==> src/rtl/z_result_sequencer.sv <==
// Result sequencer: captures a 64-bit ALU result and delivers it to the bus
// as one 32-bit beat (narrow ops) or two beats with LO/HI strobes (MUL/DIV).
module z_result_sequencer #(
    parameter logic [4:0] MUL_OP = 5'b00110,
    parameter logic [4:0] DIV_OP = 5'b00111
) (
    input  logic        clock,
    input  logic        clear,
    input  logic [63:0] alu_result,
    input  logic [4:0]  opcode,
    input  logic        z_in,
    output logic        z_busy,
    output logic [31:0] bus_out,
    output logic        bus_valid,
    input  logic        bus_ready,
    output logic        bus_hi,
    output logic        lo_we,
    output logic        hi_we,
    output logic        done
);

    typedef enum logic [1:0] {
        IDLE    = 2'd0,
        SEND_LO = 2'd1,
        SEND_HI = 2'd2
    } state_t;

    state_t      r_state;
    state_t      w_state_nxt;
    logic [63:0] r_zreg;
    logic        r_wide;
    logic        w_capture;
    logic        w_is_wide_op;

    assign w_capture    = (r_state == IDLE) && z_in;
    assign w_is_wide_op = (opcode == MUL_OP) || (opcode == DIV_OP);

    always_ff @(posedge clock) begin
        if (!clear) begin
            r_state <= IDLE;
            r_zreg  <= 64'd0;
            r_wide  <= 1'b0;
        end else begin
            r_state <= w_state_nxt;
            if (w_capture) begin
                r_zreg <= alu_result;
                r_wide <= w_is_wide_op;
            end
        end
    end

    // Strobes are combinational on bus_ready so they coincide with the accept.
    always_comb begin
        w_state_nxt = r_state;
        z_busy      = 1'b0;
        bus_out     = 32'd0;
        bus_valid   = 1'b0;
        bus_hi      = 1'b0;
        lo_we       = 1'b0;
        hi_we       = 1'b0;
        done        = 1'b0;
        unique case (r_state)
            IDLE: begin
                if (z_in) begin
                    w_state_nxt = SEND_LO;
                end
            end
            SEND_LO: begin
                z_busy    = 1'b1;
                bus_valid = 1'b1;
                bus_out   = r_zreg[31:0];
                if (bus_ready) begin
                    if (r_wide) begin
                        lo_we       = 1'b1;
                        w_state_nxt = SEND_HI;
                    end else begin
                        done        = 1'b1;
                        w_state_nxt = IDLE;
                    end
                end
            end
            SEND_HI: begin
                z_busy    = 1'b1;
                bus_valid = 1'b1;
                bus_hi    = 1'b1;
                bus_out   = r_zreg[63:32];
                if (bus_ready) begin
                    hi_we       = 1'b1;
                    done        = 1'b1;
                    w_state_nxt = IDLE;
                end
            end
            default: begin
                w_state_nxt = IDLE;
            end
        endcase
    end

endmodule

==> config.mk <==
export PLATFORM = sky130hd
export DESIGN_NAME = z_result_sequencer
export DESIGN_NICKNAME = d
export VERILOG_FILES = /design/src/rtl/z_result_sequencer.sv
export SDC_FILE = /design/constraint.sdc
export NUM_CORES = 1
export LEC_CHECK = 0
export ABC_AREA = 1
export BUFFER_PORTS_ARGS = -buffer_cell sky130_fd_sc_hd__clkbuf_2
export CAP_MARGIN = 20
export CORE_MARGIN = 4
export CORE_UTILIZATION = 28
export DETAILED_ROUTE_END_ITERATION = 10
export PLACE_DENSITY = 0.52
export SYNTH_ARGS = -nofsm -noshare
export SYNTH_HDL_FRONTEND = slang
export SYNTH_SLANG_ARGS = --single-unit
==> constraint.sdc <==
create_clock -name clock -period 1.6 [get_ports clock]
set_input_delay 0.16 -clock clock [delete_from_list [all_inputs] [get_ports clock]]
set_output_delay 0.16 -clock clock [all_outputs]
set_load 0.005 [all_outputs]
==> flow_metrics.env <==
export IMPL_fin_ws_ns=-0.109
export IMPL_antennaDiodeCount=0
export IMPL_fin_cells=679
export IMPL_rows=37
export IMPL_power_density_nw_per_um2=1670
export IMPL_overflow=0
export IMPL_rsz0062_at_grt="true"
export IMPL_slew_violations=0
export IMPL_ios=111
export IMPL_route_detailed_drc=0
export IMPL_cts_buffers=9
export IMPL_ys_warn_count=0
export IMPL_syn_to_final_growth_pct=50.7
export IMPL_clock_sinks=67
export IMPL_violations="negative setup slack"
export IMPL_die_area_um2=12200
export IMPL_setup_violations=34
export IMPL_cp_common_cell="buf_12"
export IMPL_tritoncts="done"
export IMPL_fin_tns_setup_ns=-2.11
export IMPL_period_share=1.07
export IMPL_worst_slew_pin_slew_ns=0.522
export IMPL_die_h_um=110
export IMPL_hpwl_um=5740
export IMPL_outcome="finished with violations"
export IMPL_grt_pass1_vias=3160
export IMPL_core_area_um2=10300
export IMPL_cp_data_required_time_ns=1.44
export IMPL_endpoint_kind="output pin"
export IMPL_cp_slowest_cell="dfxtp_4"
export IMPL_ys_top_cells_by_count="nor2_1 (133), nand2_1 (70), dfxtp_1 (67), o21ai_0 (45), a21oi_1 (36)"
export IMPL_ys_flop_type="dfxtp_1"
export IMPL_cts_buffer_depth=2
export IMPL_portBuffers=109
export IMPL_maxCapViolations=0
export IMPL_wirelength_um=9530
export IMPL_crit_chain="buf_6, ha_4, buf_12, buf_12, nand2_4, a21oi_4, clkbuf_2"
export IMPL_max_vdd_ir_drop_v=0.000734
export IMPL_start_util=0.286
export IMPL_synth_largest_area_cell="dfxtp_1"
export IMPL_syn_area_per_cell_um2=6.96
export IMPL_h_tree_depth=3
export IMPL_synth_net_count=500
export IMPL_grt_pass1_wl_um=15600
export IMPL_synthCells=422
export IMPL_utilization=0.431
export IMPL_finalWeightedCongestion=0.725
export IMPL_relSlewSlack=0.652
export IMPL_min_period_ns=1.71
export IMPL_synth_top_area_share=0.456
export IMPL_synth_most_common_cell="nor2_1"
export IMPL_cts_root_buf="clkbuf_8"
export IMPL_clock_latency_ns=0.34
export IMPL_grt_use_total=0.158
export IMPL_path_delay_family="buffers and inverters"
export IMPL_hp_class="input port to flip-flop"
export IMPL_drive_gt1_frac=0.396
export IMPL_async_reset_ff_frac=0
export IMPL_die_x_um=110
export IMPL_worst_setup_path_start_kind="flip-flop"
export IMPL_antenna_found_initial=0
export IMPL_synth_seq_area_share=0.456
export IMPL_synthTopCellsByArea="dfxtp_1 (46%), nor2_1 (17%), nand2_1 (8.9%)"
export IMPL_synth_edf_count=0
export IMPL_cp_arrival_ns=1.55
export IMPL_wl_per_cell_um=14.0
export IMPL_drt_pass1_iterations=4
export IMPL_yosys_register_bits=67
export IMPL_vias=3095
export IMPL_final_nets=617
export IMPL_clk_pin_slew_ns=0.07
export IMPL_synth_cell_types=18
export IMPL_worst_path_largest_cell_delay_ns=0.37
export IMPL_syn_area_um2=2940
export IMPL_antenna_left=0
export IMPL_drt_iter0_markers=159
export IMPL_hold_violations=0
export IMPL_crit_path_max_fanout=5
export IMPL_crit_buf_inv=4
export IMPL_skew_ns=0.0116
export IMPL_p_leak_uw=0.00196
export IMPL_crit_type="flip-flop to output pin"
export IMPL_fmax_ghz=0.585
export IMPL_grt_max_degree=37
export IMPL_viasPerCell=4.56
export IMPL_post_place_cells=647
## placed cells by master, fill, tap and decap left out
cell       synthesis  routed
nand3_1            3       2
clkbuf_16          0       1
dfxtp_1           67      65
buf_16             0       6
a21oi_2            0      31
buf_4              5      10
buf_6              6       3
inv_8              0       1
ha_4               0       3
ha_1               5       2
dfxtp_4            0       2
nor2_2             0       1
buf_2             10      21
o21ai_4            0       1
clkbuf_2           6      88
o21ai_1           20      20
o21ai_0           45      45
nand2_4            0       7
nand2_2            1      11
clkbuf_8           0      11
inv_4              0       2
inv_1              7       4
nand3_2            0       1
bufinv_16          0       1
a21oi_1           36       3
inv_2              1       1
nand2_1           70      53
buf_12             0      10
clkbuf_1           3       2
clkinv_2           0       1
nor2_1           133     132
a21oi_4            0       2
## sequential cells by signal, summed over array words and instances (netlist names)
name,flops
r_zreg,64
r_state,2
r_wide,1
## power by group
part | leakage [uW] | internal, uW | switching, uW
logic | 0.00130 | 1720 | 1950
clock network | 0.0000995 | 796 | 619
registers | 0.000556 | 2090 | 234
total | 0.00196 | 4600 | 2810
## worst reg2reg max path: cells and delay by family, from the launching register on
kind            cells  cell delay, ns
buf+inv             4            0.56
flops               1            0.36
simple gates        3            0.20
fa+ha+maj           1            0.18
compound gates      1            0.16
## routing by layer
metal,GRT usage,share of wire,vias up
met2,0.256,0.46,73
li1,-,-,1580
met3,0.0356,0.044,9
met1,0.208,0.48,1433
met4,0.0542,0.014,0
met5,0,0,-
## kinds of logic (layout without fill, tap and decap cells)
kind of cell | after synthesis | in the layout | share of synthesized area
AND/OR/NAND/NOR | 207 | 207 | 0.266
buffers and inverters | 41 | 162 | 0.0809
adder cells (fa/ha/maj) | 5 | 5 | 0.0213
AO/OA/AOI/OAI | 102 | 102 | 0.175
flip-flops | 67 | 67 | 0.456
## worst paths after layout
kind | startpoint | end | slack, ns | cells past startpoint
worst min register to register | r_zreg[62] | r_zreg[62] | 0.48 | 2
worst min-delay path | alu_result[3] | r_zreg[3] | 0.06 | 3
worst max-delay path | r_state[0] | bus_out[5] | -0.11 | 7
worst max register to register | r_state[0] | r_state[1] | 0.04 | 9
## metrics by stage
| step | hold WS (ns) | instance area [um^2] | total power, uW | setup WS, ns |
|---|---|---|---|---|
| 6_report | 0.0597 | 4430 | 7400 | -0.109 |
| 2_1_floorplan | 0.309 | 2940 | 3770 | 0.208 |
| 3_5_place_dp | 0.407 | 3640 | 4620 | -0.0154 |
| 5_1_grt | 0.0617 | 4430 | 7920 | -0.185 |
| 4_1_cts | 0.0446 | 4250 | 7200 | -0.150 |
| 3_3_place_gp | 0.401 | 3640 | 4560 | 0.0418 |
## repair_timing
item	4_1_cts	5_1_grt
buffers inserted	6	4
gates cloned	6	1
setup endpoints to repair	34	34
pin swaps	12	18
resized for setup	54	58
hold buffers	0	0
## final cells by class
| type | count | area [um^2] |
|---|---|---|
| inverter | 8 | 42.5 |
| clock buffer | 13 | 159 |
| fill | 1106 | 5850 |
| sequential | 67 | 1350 |
| timing repair buffer | 139 | 1040 |
| clock inverter | 2 | 35.0 |
| multi-input combinational | 314 | 1630 |
| tap | 136 | 170 |
Note: power is estimated with default switching activity, not from simulation.
